<file path="config.mk">
export PLATFORM = sky130hd
export DESIGN_NAME = swap_reg_bank
export DESIGN_NICKNAME = d
export VERILOG_FILES = /design/src/rtl/swap_reg_bank.sv
export SDC_FILE = /design/constraint.sdc
export NUM_CORES = 1
export LEC_CHECK = 0
export ABC_AREA = 0
export BUFFER_PORTS_ARGS = -buffer_cell sky130_fd_sc_hd__buf_2
export CAP_MARGIN = 20
export CORE_AREA = 3 3 76 78
export CTS_CLUSTER_SIZE = 40
export DETAILED_ROUTE_END_ITERATION = 16
export DIE_AREA = 0 0 79 81
export GPL_TIMING_DRIVEN = 0
export PLACE_DENSITY = 0.55
export SYNTH_ARGS = -nofsm -noshare
export SYNTH_HDL_FRONTEND = slang
export SYNTH_SLANG_ARGS = --single-unit
export TNS_END_PERCENT = 20
</file>
<file path="constraint.sdc">
create_clock -name clk -period 2.35 [get_ports clk]
set_clock_uncertainty 0.05 [all_clocks]
set_input_delay 0.235 -clock clk [delete_from_list [all_inputs] [get_ports clk]]
set_output_delay 0.235 -clock clk [all_outputs]
set_load 0.01 [all_outputs]
</file>
<file path="src/rtl/swap_reg_bank.sv">
`default_nettype none
// +--------------------------------------------------------------------------+
// | Module      : swap_reg_bank                                              |
// | Description : DEPTH x WIDTH register bank executing READ, WRITE, SWAP    |
// |               (temp-register exchange) and ROTATE (left by one) under a  |
// |               valid/ready handshake. Define SWAP_REG_BANK_FAST_SWAP_EN   |
// |               for a single-cycle parallel SWAP.                          |
// | Revision    : 1.0 - initial release                                      |
// +--------------------------------------------------------------------------+
module swap_reg_bank #(
  parameter  int WIDTH = 2,
  parameter  int DEPTH = 4,
  localparam int AW    = (DEPTH > 2) ? $clog2(DEPTH) : 1
) (
  input  logic             clk,
  input  logic             rst,
  input  logic             cmd_valid,
  output logic             cmd_ready,
  input  logic [1:0]       cmd_op,
  input  logic [AW-1:0]    cmd_idx_a,
  input  logic [AW-1:0]    cmd_idx_b,
  input  logic [WIDTH-1:0] cmd_wdata,
  output logic [WIDTH-1:0] rd_data_a,
  output logic [WIDTH-1:0] rd_data_b,
  output logic [WIDTH-1:0] temp_q,
  output logic             busy,
  output logic             done,
  output logic             err
);

  localparam logic [1:0] C_OP_READ   = 2'b00;
  localparam logic [1:0] C_OP_WRITE  = 2'b01;
  localparam logic [1:0] C_OP_SWAP   = 2'b10;
  localparam logic [1:0] C_OP_ROTATE = 2'b11;

  typedef enum logic [2:0] {
    S_IDLE      = 3'd0,
    S_EXEC      = 3'd1,
    S_LOAD      = 3'd2,
    S_MOVE      = 3'd3,
    S_STORE     = 3'd4,
    S_ROT_SHIFT = 3'd5,
    S_ROT_STORE = 3'd6
  } state_t;

  state_t           state_q, state_d;
  logic [WIDTH-1:0] bank_q [DEPTH];
  logic [WIDTH-1:0] bank_d [DEPTH];
  logic [WIDTH-1:0] temp_d;
  logic [WIDTH-1:0] rd_a_q, rd_a_d, rd_b_q, rd_b_d;
  logic [WIDTH-1:0] wdata_q, wdata_d;
  logic [1:0]       op_q, op_d;
  logic [AW-1:0]    idx_a_q, idx_a_d, idx_b_q, idx_b_d;
  logic [AW-1:0]    cnt_q, cnt_d;
  logic             done_q, done_d, err_q, err_d;
  logic             w_accept;

  // An index is legal only below DEPTH; one extra bit keeps the compare exact.
  function automatic logic idx_ok(input logic [AW-1:0] i);
    return ({1'b0, i} < (AW+1)'(DEPTH));
  endfunction

  // A command is "bad" when any index it actually uses is out of range.
  function automatic logic cmd_bad(input logic [1:0] op,
                                   input logic [AW-1:0] a,
                                   input logic [AW-1:0] b);
    case (op)
      C_OP_READ, C_OP_SWAP: return !idx_ok(a) || !idx_ok(b);
      C_OP_WRITE:           return !idx_ok(a);
      default:              return 1'b0;
    endcase
  endfunction

  assign cmd_ready = (state_q == S_IDLE) && !rst;
  assign w_accept  = cmd_valid && cmd_ready;
  assign busy      = (state_q != S_IDLE);
  assign done      = done_q;
  assign err       = err_q;
  assign rd_data_a = rd_a_q;
  assign rd_data_b = rd_b_q;

  // Next-state, bank update and completion flags for every FSM state.
  always_comb begin
    state_d = state_q;
    bank_d  = bank_q;
    temp_d  = temp_q;
    rd_a_d  = rd_a_q;
    rd_b_d  = rd_b_q;
    op_d    = op_q;
    idx_a_d = idx_a_q;
    idx_b_d = idx_b_q;
    wdata_d = wdata_q;
    cnt_d   = cnt_q;
    done_d  = 1'b0;
    err_d   = 1'b0;
    case (state_q)
      S_IDLE: begin
        if (w_accept) begin
          op_d    = cmd_op;
          idx_a_d = cmd_idx_a;
          idx_b_d = cmd_idx_b;
          wdata_d = cmd_wdata;
          cnt_d   = '0;
          if (cmd_op == C_OP_ROTATE) begin
            state_d = S_LOAD;
          end else if (cmd_op == C_OP_SWAP && !cmd_bad(cmd_op, cmd_idx_a, cmd_idx_b)) begin
`ifdef SWAP_REG_BANK_FAST_SWAP_EN
            state_d = S_EXEC;
`else
            state_d = S_LOAD;
`endif
          end else begin
            state_d = S_EXEC;
          end
        end
      end
      S_EXEC: begin
        state_d = S_IDLE;
        done_d  = 1'b1;
        if (cmd_bad(op_q, idx_a_q, idx_b_q)) begin
          err_d = 1'b1;
        end else begin
          case (op_q)
            C_OP_READ: begin
              rd_a_d = bank_q[idx_a_q];
              rd_b_d = bank_q[idx_b_q];
            end
            C_OP_WRITE: bank_d[idx_a_q] = wdata_q;
`ifdef SWAP_REG_BANK_FAST_SWAP_EN
            C_OP_SWAP: begin
              bank_d[idx_a_q] = bank_q[idx_b_q];
              bank_d[idx_b_q] = bank_q[idx_a_q];
            end
`endif
            default: ;
          endcase
        end
      end
      S_LOAD: begin
        if (op_q == C_OP_ROTATE) begin
          temp_d  = bank_q[0];
          cnt_d   = '0;
          state_d = S_ROT_SHIFT;
        end else begin
          temp_d  = bank_q[idx_a_q];
          state_d = S_MOVE;
        end
      end
      S_MOVE: begin
        bank_d[idx_a_q] = bank_q[idx_b_q];
        state_d         = S_STORE;
      end
      S_STORE: begin
        bank_d[idx_b_q] = temp_q;
        done_d          = 1'b1;
        state_d         = S_IDLE;
      end
      S_ROT_SHIFT: begin
        bank_d[cnt_q] = bank_q[cnt_q + AW'(1)];
        if (cnt_q == AW'(DEPTH - 2)) begin
          state_d = S_ROT_STORE;
        end else begin
          cnt_d = cnt_q + AW'(1);
        end
      end
      S_ROT_STORE: begin
        bank_d[DEPTH-1] = temp_q;
        done_d          = 1'b1;
        state_d         = S_IDLE;
      end
      default: state_d = S_IDLE;
    endcase
  end

  // Control state, latched command fields, temp and read-data registers.
  always_ff @(posedge clk or posedge rst) begin
    if (rst) begin
      state_q <= S_IDLE;
      temp_q  <= '0;
      rd_a_q  <= '0;
      rd_b_q  <= '0;
      op_q    <= '0;
      idx_a_q <= '0;
      idx_b_q <= '0;
      wdata_q <= '0;
      cnt_q   <= '0;
      done_q  <= 1'b0;
      err_q   <= 1'b0;
    end else begin
      state_q <= state_d;
      temp_q  <= temp_d;
      rd_a_q  <= rd_a_d;
      rd_b_q  <= rd_b_d;
      op_q    <= op_d;
      idx_a_q <= idx_a_d;
      idx_b_q <= idx_b_d;
      wdata_q <= wdata_d;
      cnt_q   <= cnt_d;
      done_q  <= done_d;
      err_q   <= err_d;
    end
  end

  generate
    for (genvar k = 0; k < DEPTH; k++) begin : g_bank
      // Bank entry k resets to its own index so the permutation is observable.
      always_ff @(posedge clk or posedge rst) begin
        if (rst) begin
          bank_q[k] <= WIDTH'(k);
        end else begin
          bank_q[k] <= bank_d[k];
        end
      end
    end
  endgenerate

endmodule
`default_nettype wire
</file>
== Yosys cells after proc, flatten, opt, wreduce, memory -nomap -nowiden ==
Index checks and enable logic that the tools add are counted.

* Flip-flop bits (word level): 29
* Bits in latches: 0
* Bits in writable memories: 0
* Memory bits (read-only): 0
* Word-level logic and storage cells: 107
* Memories kept: 0

* Add/sub/neg operators: 1
* Multipliers: 0
* Divide/modulo/power cells: 0
* $lt $le $gt $ge: 7
* Equal/unequal tests: 17
* Shift operators: 0
* Muxes and demuxes: 41
* Bitwise operators: 5
* Reductions and logical operators: 21

{| class="wikitable"
|+ Operators with widths
! operator !! number
|-
| $bwmux 8 || 4
|-
| $mux 2 || 15
|-
| $pmux 6 s4 || 1
|-
| $mux 8 || 2
|-
| $bmux 2 s2 || 3
|-
| $demux 2 s2 || 3
|-
| $ge 3x3->1 const B || 4
|-
| $not 2->3 || 4
|-
| $pmux 3 s4 || 1
|-
| $ne 2x2->1 const B || 5
|-
| $pmux 2 s5 || 1
|-
| $eq 3x3->1 const B || 3
|-
| $lt 3x1->1 const B || 3
|-
| $mux 3 || 3
|-
| $reduce_and 3->1 || 3
|-
| $eq 2x2->1 const B || 4
|-
| $mux 1 || 7
|-
| $eq 3x2->1 const B || 2
|-
| $logic_and 1x1->1 || 6
|-
| $pmux 2 s3 || 1
|-
| $reduce_bool 3->1 || 2
|-
| $reduce_bool 5->1 || 1
|-
| $reduce_and 2->1 || 2
|-
| $reduce_and 4->1 || 1
|-
| other kinds (10) || 11
|}

== Depth between registers and ports, before layout ==
* Word-level depth: 11
* Gate-level depth with buffers: 8
* Mapped depth without buffers: 7

== Worst setup path after synthesis ==
No wires, ideal clock.

* Path kind: register -> register
* Start point: reg cnt_q[0]
* End point: reg with a tool-made name
* Setup time: 0.083 ns
* Arrival: 1.713 ns
* Required time: 2.217 ns
* Path slack: 0.503 ns
* Stages on the path, launching flop included: 7
* Period minus slack after synthesis: 1.847 ns
* Cells stage by stage: dfrtp_1 -> inv_1 -> ha_1 -> buf_2 -> a211oi_1 -> a2111oi_0 -> o32a_1

{| class="wikitable"
|+ RTL lines
! what !! RTL line !! RTL
|-
| start: declaration || 54 || <nowiki>logic [AW-1:0] cnt_q, cnt_d;</nowiki>
|-
| start signal: assignment || 198 || <nowiki>cnt_q <= cnt_d;</nowiki>
|}

==> reports/metrics.csv <==
stage,metric,value,unit
outcome,status,"complete, no violations",
placement,hpwl,4290,um
timing,final_max_slew_viol_count,0,
layout,nFillCells,518,
logic_synthesis,synth.top_cell.area_share,0.291,
global_route,grt_pass1_wl,9230,um
power,intPower,1600,uW
logic_synthesis,dominantRegCellSynth,dfrtp_1,
logic_synthesis,synth_top_cell_by_area,dfrtp_1,
clock_network,path_clk_slew,0.10,ns
logic_synthesis,synth.area.top_cells,"dfrtp_1, mux2_2, mux2i_1",
critical_path,cp-start-kind,flip-flop,
clock_network,numClockSinks,28,
flow_run,max_cap_viol_count,0,
global_route,met1_usage,0.260,
layout,seq_area,706,sq um
routing,vias,1902,
power,ir_worst_vdd,0.575,mV
timing,finalSetupViolCount,0,
clock_network,cts_tree,yes,
critical_path,path_buf_inv,2,
timing,relSlewSlack,0.625,
routing,firstDrtPassIters,4,
timing,post-route-period-util,0.914,
global_route,gr-usage-met3,0.0211,
layout,layout-drive-gt1-share,0.224,
placement,gp_congestion,0.862,
routing,wirelength,5580,um
critical_path,cp.depth,7,
power,pwr-share-comb,0.556,
floorplanning,fp.dieW,79,um
clock_network,clockBufferDepth,2,
timing,setup_tns,0,ns
power,pwr-share-seq,0.335,
critical_path,critical_path_arrival,2.25,ns
floorplanning,fp.dieH,81,um
critical_path,endpoint_kind,flip-flop,
power,p_sw_frac,0.457,
global_route,grt_max_degree,18,
layout,final_common_cell,buf_2,
timing,fmax,466,MHz
layout,layout_common_cells,"buf_2, dfrtp_1, nor2_1, nand2_1",
floorplanning,die_area,6400,sq um
clock_network,cts_resized,0,
timing,period_minus_slack,2.15,ns
global_route,antenna_found_initial,0,
critical_path,reg2reg_depth,7,
routing,post_drt_wl_per_cell,17.2,um
floorplanning,design.core.area,5140,sq um
global_route,busiest_layer,met2,
layout,num-nets-final,271,
placement,numPortBuffers,19,
critical_path,crit_family,compound AO/OA/AOI/OAI gates,
clock_network,clock_latency,0.29,ns
critical_path,critPathMaxFanout,10,
routing,antenna_left,0,
logic_synthesis,syn_area,2070,sq um
layout,antenna_cells,0,
timing,hold_viol_final,0,
power,p_sw,1350,uW
global_route,grt_pass1_vias,1732,
logic_synthesis,syn-instance-count,230,
floorplanning,ios,21,
placement,place_inst,320,
power,powerDensity,1260,nW/um^2
min_path,hold_class,in -> reg,
timing,worstMarginPinSlew,0.562,ns
routing,drc,0,
critical_path,slowest_stage,dfrtp_1,
layout,multi_input_area,1260,sq um
routing,viasPerCell,5.85,
global_route,grt_remaining_overflow,0,
logic_synthesis,yosysSeqAreaShare,0.341,
global_route,grt_usage,0.184,
layout,final_util,0.456,
timing,rsz0062_at_grt,no,
logic_synthesis,yosysWarnings,0,
logic_synthesis,ys_ff_latch,28,
logic_synthesis,syn_nets,245,
logic_synthesis,syn_avg_cell_area,8.99,sq um
logic_synthesis,synth_edf_count,0,
layout,fin_cells,325,
power,p_leak,0.000989,uW
layout,area.growth.synth_to_final,13.3,%
critical_path,cp_slowest_stage_delay,0.42,ns
global_route,grtUsageMet2,0.304,
clock_network,cts_made_buffers,3,
min_path,hold_depth,2,
clock_network,root_buffer,clkbuf_8,
power,power,2950,uW
floorplanning,core.rowCount,26,
critical_path,cp_cell_sequence,inv_1 > ha_1 > buf_2 > a211oi_1 > o21ai_0 > a21oi_1 > o32ai_1,
clock_network,cts-htree-levels,1,
floorplanning,initial_core_util,0.402,
logic_synthesis,async_flop_share,1.00,
logic_synthesis,netlist-cell-type-count,54,
critical_path,worst-setup-path-type,reg -> reg,
routing,dr.first_iter.drc_count,189,
critical_path,crit_required,2.45,ns
power,pwr-share-clk,0.108,
==> cell families (layout without fill, tap and decap cells) <==
logic type / after synthesis / in the layout / share of synthesized area
adders and majority gates: 4 / 4 / 0.0242
buffers and inverters: 21 / 46 / 0.0484
DFF: 28 / 28 / 0.341
AOI/OAI and AO/OA: 58 / 58 / 0.187
and+or+nand+nor: 89 / 89 / 0.229
other: 1 / 1 / 0.00181
muxes: 29 / 29 / 0.168
==> power by group through the flow <==
| stage | clock (uW) | sequential (uW) | combinational, uW |
|---|---|---|---|
| 2_1_floorplan | 0 | 913 | 1220 |
| 3_3_place_gp | 0 | 989 | 1610 |
| 3_5_place_dp | 0 | 989 | 1620 |
| 4_1_cts | 324 | 978 | 1630 |
| 5_1_grt | 341 | 1020 | 1800 |
| 6_report | 319 | 987 | 1640 |
==> area by class of cell <==
class / count / share of cell area
repair buffers: 21 / 0.0566
clock buffers: 4 / 0.0235
plain buffers: 15 / 0.0331
flip-flops and latches: 28 / 0.301
inverters: 6 / 0.00962
multi-input cells: 181 / 0.538
well taps: 70 / 0.0374
==> path summary, 6_finish.rpt <==
check / startpoint / slack (ns) / endpoint
worst min-delay path: cmd_wdata[1] / 0.12 / wdata_q[1]
worst min register to register: rd_data_b[0] / 0.46 / rd_data_b[0]
worst max-delay path: cnt_q[0] / 0.20 / flip-flop
max in group asynchronous: rst / 1.19 / async pin
min in group asynchronous: rst / 0.50 / cnt_q[1]
worst max register to register: cnt_q[0] / 0.20 / flip-flop
==> cell usage after synthesis, types with 2 or more instances <==
cell / count
dfrtp_1: 24
nor2_1: 21
nand2_1: 20
a21oi_1: 13
mux2i_1: 13
o21ai_0: 13
mux2_2: 12
nand2b_1: 10
buf_2: 8
nand3_1: 8
inv_1: 6
nor2b_1: 6
nor3_1: 6
clkbuf_1: 5
a211oi_1: 4
a22oi_1: 4
dfstp_2: 4
ha_1: 4
and3_1: 3
mux4_2: 3
nand3b_1: 3
o211ai_1: 3
o221ai_1: 2
o22ai_1: 2
o31ai_1: 2
o32a_1: 2
o32ai_1: 2
==> stage by stage <==
stage / hold WS, ns / cell area [sq um] / setup WS (ns)
floorplan: 0.247 / 2070 / 0.503
global placement: 0.416 / 2250 / 0.245
detailed placement: 0.289 / 2280 / 0.264
CTS: 0.122 / 2340 / 0.231
global route: 0.123 / 2340 / 0.0509
finish: 0.118 / 2340 / 0.202
==> what timing repair did <==
item	CTS	global route
hold buffers	1	0
setup buffers	0	0
endpoints found under the hold margin	8	0
==> routing by layer <==
metal | vias to the layer above | wire, um
met5 | - | 0
met3 | 7 | 233
li1 | 895 | -
met4 | 0 | 61
met1 | 944 | 2670
met2 | 56 | 2620
(Power assumes the default switching activity.)
